--- config.mk ---
export PLATFORM = sky130hd
export DESIGN_NAME = i2c_arbiter
export DESIGN_NICKNAME = d
export VERILOG_FILES = /design/src/rtl/i2c_pkg.sv /design/src/rtl/i2c_arbiter_rr.sv /design/src/rtl/i2c_arbiter.sv
export SDC_FILE = /design/constraint.sdc
export NUM_CORES = 1
export LEC_CHECK = 0
export ABC_AREA = 0
export CAP_MARGIN = 10
export CORE_MARGIN = 8
export CORE_UTILIZATION = 25
export CTS_BUF_LIST = sky130_fd_sc_hd__clkbuf_4 sky130_fd_sc_hd__clkbuf_8
export DETAILED_ROUTE_END_ITERATION = 16
export GPL_TIMING_DRIVEN = 1
export RECOVER_POWER = 50
export SYNTH_ARGS = -nofsm -noshare
export SYNTH_HDL_FRONTEND = slang
export SYNTH_SLANG_ARGS = --single-unit
--- constraint.sdc ---
create_clock -name clock -period 3.7 [get_ports clock]
set_input_delay 0.74 -clock clock [delete_from_list [all_inputs] [get_ports clock]]
set_output_delay 0.74 -clock clock [all_outputs]
set_load 0.01 [all_outputs]
--- src/rtl/i2c_pkg.sv ---
// Shared definitions for the I2C arbiter and the I2C controller it fronts.
// Latency: n/a (types, constants and a helper function only).
// Backpressure: n/a.
package i2c_pkg;

  localparam int DEF_NUM_REQ        = 4;
  localparam int DEF_ADDR_WIDTH     = 7;
  localparam int DEF_DATA_WIDTH     = 8;
  localparam int DEF_TIMEOUT_CYCLES = 65535;

  typedef enum logic [2:0] {
    ARB_IDLE      = 3'd0,
    ARB_ISSUE     = 3'd1,
    ARB_WAIT_BUSY = 3'd2,
    ARB_WAIT_DONE = 3'd3,
    ARB_RESPOND   = 3'd4
  } arb_state_t;

  // (base + off) mod n, valid for base < n and off < n.
  function automatic int wrap_idx(input int base, input int off, input int n);
    int s;
    s = base + off;
    return (s >= n) ? (s - n) : s;
  endfunction

endpackage

--- src/rtl/i2c_arbiter_rr.sv ---
// Round-robin picker: lowest requesting index at or after ptr, with wrap-around.
// Latency: purely combinational.
// Backpressure: none; caller decides when the grant is consumed.
// Ports: req (request vector), ptr (search start) -> grant (one-hot), idx (binary), any.
module rr_arbiter
  import i2c_pkg::*;
#(
  parameter int NUM_REQ = DEF_NUM_REQ,
  parameter int IDX_W   = $clog2(DEF_NUM_REQ)
) (
  input  logic [NUM_REQ-1:0] req,
  input  logic [IDX_W-1:0]   ptr,
  output logic [NUM_REQ-1:0] grant,
  output logic [IDX_W-1:0]   idx,
  output logic               any
);

  logic [IDX_W-1:0] k;

  always_comb begin
    grant = '0;
    idx   = '0;
    any   = 1'b0;
    k     = '0;
    for (int i = 0; i < NUM_REQ; i++) begin
      k = IDX_W'(wrap_idx(int'(ptr), i, NUM_REQ));
      if (!any && req[k]) begin
        any      = 1'b1;
        idx      = k;
        grant[k] = 1'b1;
      end
    end
  end

endmodule

--- src/rtl/i2c_arbiter.sv ---
// Shares one I2C controller among NUM_REQ requesters, one transaction at a time, round-robin.
// Latency: accept -> ctl_ready 1 cycle; controller busy fall -> rsp_valid 1 cycle.
// Backpressure: requesters hold req_valid until req_accept; no new grant until the current response.
// Ports: req_* (per-requester command, packed, requester 0 in LSBs), req_accept/rsp_* (one-hot pulses
//        and response payload), ctl_* (registered command + start pulse out, controller status in), owner.
module i2c_arbiter
  import i2c_pkg::*;
#(
  parameter int NUM_REQ        = DEF_NUM_REQ,
  parameter int ADDR_WIDTH     = DEF_ADDR_WIDTH,
  parameter int DATA_WIDTH     = DEF_DATA_WIDTH,
  parameter int TIMEOUT_CYCLES = DEF_TIMEOUT_CYCLES
) (
  input  logic                           clock,
  input  logic                           reset,
  input  logic [NUM_REQ-1:0]             req_valid,
  input  logic [NUM_REQ-1:0]             req_rw,
  input  logic [NUM_REQ*ADDR_WIDTH-1:0]  req_addr,
  input  logic [NUM_REQ*DATA_WIDTH-1:0]  req_data,
  output logic [NUM_REQ-1:0]             req_accept,
  output logic [NUM_REQ-1:0]             rsp_valid,
  output logic [DATA_WIDTH-1:0]          rsp_data,
  output logic                           rsp_ack_error,
  output logic                           rsp_timeout,
  output logic                           ctl_rw,
  output logic [ADDR_WIDTH-1:0]          ctl_slave_addr,
  output logic [DATA_WIDTH-1:0]          ctl_tx_data,
  output logic                           ctl_ready,
  input  logic                           ctl_busy,
  input  logic                           ctl_valid,
  input  logic                           ctl_ack_error,
  input  logic [DATA_WIDTH-1:0]          ctl_rx_data,
  output logic [$clog2(NUM_REQ)-1:0]     owner
);

  localparam int IDX_W = $clog2(NUM_REQ);
  localparam int CNT_W = (TIMEOUT_CYCLES > 2) ? $clog2(TIMEOUT_CYCLES) : 1;
  localparam logic [CNT_W-1:0] CNT_LAST = CNT_W'(TIMEOUT_CYCLES - 1);

  arb_state_t             state;
  logic [IDX_W-1:0]       rr_ptr;
  logic [CNT_W-1:0]       tmo_cnt;
  logic [CNT_W-1:0]       tmo_cnt_nxt;
  logic                   tmo_hit;
  logic                   busy_q;
  logic                   busy_fall;
  logic [DATA_WIDTH-1:0]  rx_hold;
  logic [DATA_WIDTH-1:0]  read_byte;
  logic [NUM_REQ-1:0]     owner_onehot;

  logic [NUM_REQ-1:0]     grant;
  logic [IDX_W-1:0]       grant_idx;
  logic                   grant_any;
  logic                   sel_rw;
  logic [ADDR_WIDTH-1:0]  sel_addr;
  logic [DATA_WIDTH-1:0]  sel_data;

  rr_arbiter #(
    .NUM_REQ (NUM_REQ),
    .IDX_W   (IDX_W)
  ) u_rr (
    .req   (req_valid),
    .ptr   (rr_ptr),
    .grant (grant),
    .idx   (grant_idx),
    .any   (grant_any)
  );

  // One-hot grant makes an AND-OR mux over the packed request fields.
  always_comb begin
    sel_rw   = 1'b0;
    sel_addr = '0;
    sel_data = '0;
    for (int i = 0; i < NUM_REQ; i++) begin
      if (grant[i]) begin
        sel_rw   = req_rw[i];
        sel_addr = req_addr[i*ADDR_WIDTH +: ADDR_WIDTH];
        sel_data = req_data[i*DATA_WIDTH +: DATA_WIDTH];
      end
    end
  end

  assign owner_onehot = NUM_REQ'(1) << owner;
  assign tmo_cnt_nxt  = tmo_cnt + CNT_W'(1);
  // Abort on the edge where the counter would reach TIMEOUT_CYCLES-1, so the
  // response lands TIMEOUT_CYCLES cycles after ISSUE.
  assign tmo_hit      = (tmo_cnt_nxt == CNT_LAST);
  assign busy_fall    = busy_q & ~ctl_busy;
  // A byte arriving in the same cycle busy drops wins over the held one.
  assign read_byte    = ctl_valid ? ctl_rx_data : rx_hold;

  always_ff @(posedge clock) begin
    if (reset) begin
      state          <= ARB_IDLE;
      rr_ptr         <= '0;
      owner          <= '0;
      req_accept     <= '0;
      rsp_valid      <= '0;
      rsp_data       <= '0;
      rsp_ack_error  <= 1'b0;
      rsp_timeout    <= 1'b0;
      ctl_rw         <= 1'b0;
      ctl_slave_addr <= '0;
      ctl_tx_data    <= '0;
      ctl_ready      <= 1'b0;
      tmo_cnt        <= '0;
      busy_q         <= 1'b0;
      rx_hold        <= '0;
    end else begin
      req_accept <= '0;
      ctl_ready  <= 1'b0;
      rsp_valid  <= '0;
      busy_q     <= ctl_busy;

      case (state)
        ARB_IDLE: begin
          if (grant_any) begin
            req_accept     <= grant;
            owner          <= grant_idx;
            ctl_rw         <= sel_rw;
            ctl_slave_addr <= sel_addr;
            ctl_tx_data    <= sel_data;
            state          <= ARB_ISSUE;
          end
        end

        ARB_ISSUE: begin
          ctl_ready <= 1'b1;
          tmo_cnt   <= '0;
          rx_hold   <= '0;
          state     <= ARB_WAIT_BUSY;
        end

        ARB_WAIT_BUSY: begin
          tmo_cnt <= tmo_cnt_nxt;
          if (tmo_hit) begin
            rsp_valid   <= owner_onehot;
            rsp_timeout <= 1'b1;
            state       <= ARB_RESPOND;
          end else if (ctl_busy) begin
            state <= ARB_WAIT_DONE;
          end
        end

        ARB_WAIT_DONE: begin
          tmo_cnt <= tmo_cnt_nxt;
          if (ctl_valid) begin
            rx_hold <= ctl_rx_data;
          end
          // A normal completion beats a timeout landing on the same cycle.
          if (busy_fall) begin
            rsp_valid     <= owner_onehot;
            rsp_data      <= ctl_rw ? read_byte : '0;
            rsp_ack_error <= ctl_ack_error;
            state         <= ARB_RESPOND;
          end else if (tmo_hit) begin
            rsp_valid   <= owner_onehot;
            rsp_timeout <= 1'b1;
            state       <= ARB_RESPOND;
          end
        end

        ARB_RESPOND: begin
          rsp_data      <= '0;
          rsp_ack_error <= 1'b0;
          rsp_timeout   <= 1'b0;
          rr_ptr        <= (owner == IDX_W'(NUM_REQ - 1)) ? '0 : owner + IDX_W'(1);
          state         <= ARB_IDLE;
        end

        default: state <= ARB_IDLE;
      endcase
    end
  end

endmodule

==> reports/results.txt <==
Synth async-reset ratio: 0%
I/O pin total: 118
Fin Setup TNS: 0 ns
Hold Buf Count CTS: 0
Critical Path RT: 3.91 ns
Vias/cell: 5.22
Number of remaining DRC errors: 0
Core ar.: 0.0170 sq mm
Pre-CTS setup slack: 0.0913 ns
# diodes: 0
GPL Wtd Cong: 0.825
Sw power: 754 uW
Hold Path Class: reg2reg
Adder and majority cell fraction of the synthesized area: 3.80%
CTS tree: done
Commonest non-fill, non-tap cells in the layout: clkdlybuf4s50_1, dfxtp_1, nor2_1, nand2_1, dlygate4sd3_1
Antenna-violating nets left: 0
Finish-stage setup viols: 0
P_leak: 2.10 nW
Area growth from synthesis to layout: 37.5%
DIE AREA: 0.0216 sq mm
Total power: 2.17 mW
Post-DP Area: 0.00565 sq mm
Synth Area in Simple Gates: 19.6%
Sequential area share after synthesis: 31.3%
Final HPWL DP: 10200 um
Max Clock Freq: 288 MHz
R2R Path End: ctl_tx_data[1]
Min cycle time layout: 3.47 ns
CP Capture Point: ctl_tx_data[1]
Slowest Stage Delay on Critical Path: 0.69 ns
GRT Residual Overflow: 0
Number of synthesized flops with an enable pin: 0
DIE HEIGHT: 147 um
CP startpoint: rr_ptr[1]
Status: finished clean
Initial drt markers: 305
Hold Slack: 0.482 ns
Critical Path Start Type: register
Max Transition Viols Final: 0
CTS max path bufs: 2
Complex-gate fraction of the synthesized area: 33.0%
Max Cap Violations: 0
Gr usage total: 12.5%
Clock sinks: 67
Synth warnings: 0
First-pass GRT wire length: 22400 um
Critical Path, Cell by Cell: inv_1, ha_1, mux4_2, nand2_1, a21oi_1, nor4bb_4, buf_4, a2bb2oi_1, o22ai_1
Setup crit end kind: register
H-Tree Depth: 3
Avg WL per Cell: 16.6 um
Clk_skew: 0.0125 ns
Initial core utilization: 25.2%
Synthesized net count: 601
Critical Path AT: 3.67 ns
Clock Latency Late Sink: 0.36 ns
Final worst slack: 0.234 ns
Hold Fails Final Rpt: 0
Core Rows: 48
Ys flop type: dfxtp_1
Vias in the first global route: 4470
Post-synthesis mux area share: 3.86%
RSZ-0062 raised after global routing: false
Num CTS Buffers: 9
Reg power frac: 38.4%
Crit path buf inv count: 2
Syn Inst Count: 507
Worst slew margin: 46.5%
DR vias: 4377
Crit path max-delay family: simple AND/OR/NAND/NOR gates
Comb pwr share: 32.5%
# port buffers: 117
Drt first pass iters: 4
Post-Syn Area per Cell: 8.44 sq um
Setup slack, reg-to-reg: 0.23 ns
Post-route cell area: 0.00589 sq mm
Nets: 703
Cell-internal power: 1.42 mW
Critical Path Stages: 9
Xor/xnor cell area share of the yosys netlist: 0.818%
Commonest non-fill, non-tap cell in the layout: clkdlybuf4s50_1
Reg2Reg Depth: 9
Cell area power density: 369 mW/mm^2
Root Buffer: clkbuf_8
Final Cycle Share: 93.7%
Maximum VDD drop: 0.164 mV
Clock share of power: 29.1%
Reg2Reg Launch Point: rr_ptr[1]
Clk pin slew, worst setup/hold paths: 0.08 ns
Sw Ratio: 34.7%
Measured slew at the worst slew-check pin: 0.803 ns
CP max FO: 16
Largest family of logic cells by synthesized area: compound AO/OA/AOI/OAI gates
Slowest cell on crit path: mux4_2
Crit path kind: reg2reg
Post-synthesis register bit count: 67
Antenna violations before repair: 1
Post-synth cell types: 64
Largest net degree at the start of global routing: 65
Routed WL: 13900 um
Post-Syn Area: 0.00428 sq mm
Die Wd: 147 um
Layout cells sized above 1: 11.6%
## Yosys cell counts, types with 9 or more instances
cell / number / share of area, %
a2bb2oi_1: 16 / 3.3
clkbuf_1: 25 / 2.2
nor2_1: 51 / 4.5
o22ai_1: 19 / 2.8
mux2_2: 10 / 2.6
nor3_1: 9 / 1.1
buf_2: 9 / 1.1
o21ai_0: 15 / 1.8
a41oi_1: 16 / 3.3
nand3_1: 12 / 1.4
inv_1: 23 / 2.0
ha_1: 13 / 3.8
a311oi_1: 10 / 2.0
a21oi_1: 24 / 2.8
a22oi_1: 19 / 3.3
a311oi_2: 10 / 3.5
o221ai_1: 16 / 3.3
nand2_1: 37 / 3.2
dfxtp_1: 67 / 31
## kinds of logic (layout without fill, tap and decap cells)
| kind of cell | count (synthesis) | after routing |
|---|---|---|
| flip-flops | 67 | 67 |
| XOR/XNOR | 4 | 4 |
| AND/OR/NAND/NOR | 166 | 166 |
| buffers and inverters | 67 | 174 |
| AO/OA/AOI/OAI | 176 | 176 |
| adder cells (fa/ha/maj) | 13 | 13 |
| multiplexers | 14 | 14 |
## layout make-up
class,instances,area (sq um)
Multi-Input combinational cell,373,2660
Tap cell,225,282
Inverter,23,86.3
Timing Repair Buffer,135,1320
Fill cell,1722,11100
Clock buffer,9,124
Clock inverter,7,76.3
Sequential cell,67,1340
## state kept, by name, indices dropped and copies added (netlist names)
name	cells
ctl_slave_addr	7
ctl_tx_data	8
ctl_rw	1
busy_q	1
rr_ptr	2
owner	2
rsp_data	8
rsp_ack_error	1
req_accept	4
state	3
ctl_ready	1
rx_hold	8
rsp_timeout	1
tmo_cnt	16
rsp_valid	4
## power groups by stage
| stage | Sequential [mW] | Combinational, mW | Clock, mW |
|---|---|---|---|
| after global routing | 0.842 | 0.774 | 0.683 |
| after global placement | 0.850 | 0.703 | 0 |
| after floorplan | 0.858 | 0.399 | 0 |
| final | 0.834 | 0.705 | 0.632 |
| after detailed placement | 0.851 | 0.715 | 0 |
| after CTS | 0.836 | 0.717 | 0.653 |
## timing repair
action,CTS,global route
gates resized for setup,0,1
endpoints found under the hold margin,0,0
setup buffers,0,2
endpoints found under the setup margin,0,16
## metal layers
metal | up-vias | global-route usage (%) | share of wire [%]
met5 | - | 0 | 0
met4 | 0 | 4.69 | 1.8
met3 | 24 | 4.34 | 6.6
met2 | 152 | 21.1 | 49
met1 | 2070 | 14.2 | 43
li1 | 2131 | - | -
## stage by stage
stage,utilization (%),instances
floorplan,-,507
global placement,33.2,821
detailed placement,33.2,821
CTS,34.4,837
global route,34.6,839
finish,34.6,839
## worst min-delay path by stage
| stage | start | endpoint | slack [ns] | cells after the start |
|---|---|---|---|---|
| final | rsp_timeout | rsp_timeout | 0.48 | 1 |
| after global routing | rsp_timeout | rsp_timeout | 0.53 | 1 |
| after CTS | rsp_timeout | rsp_timeout | 0.49 | 1 |
| after detailed placement | rsp_timeout | rsp_timeout | 0.47 | 1 |
| after global placement | rsp_timeout | rsp_timeout | 0.47 | 1 |
| after floorplan | tmo_cnt[15] | tmo_cnt[15] | 0.45 | 1 |
Power figures use the tool's default switching activity.
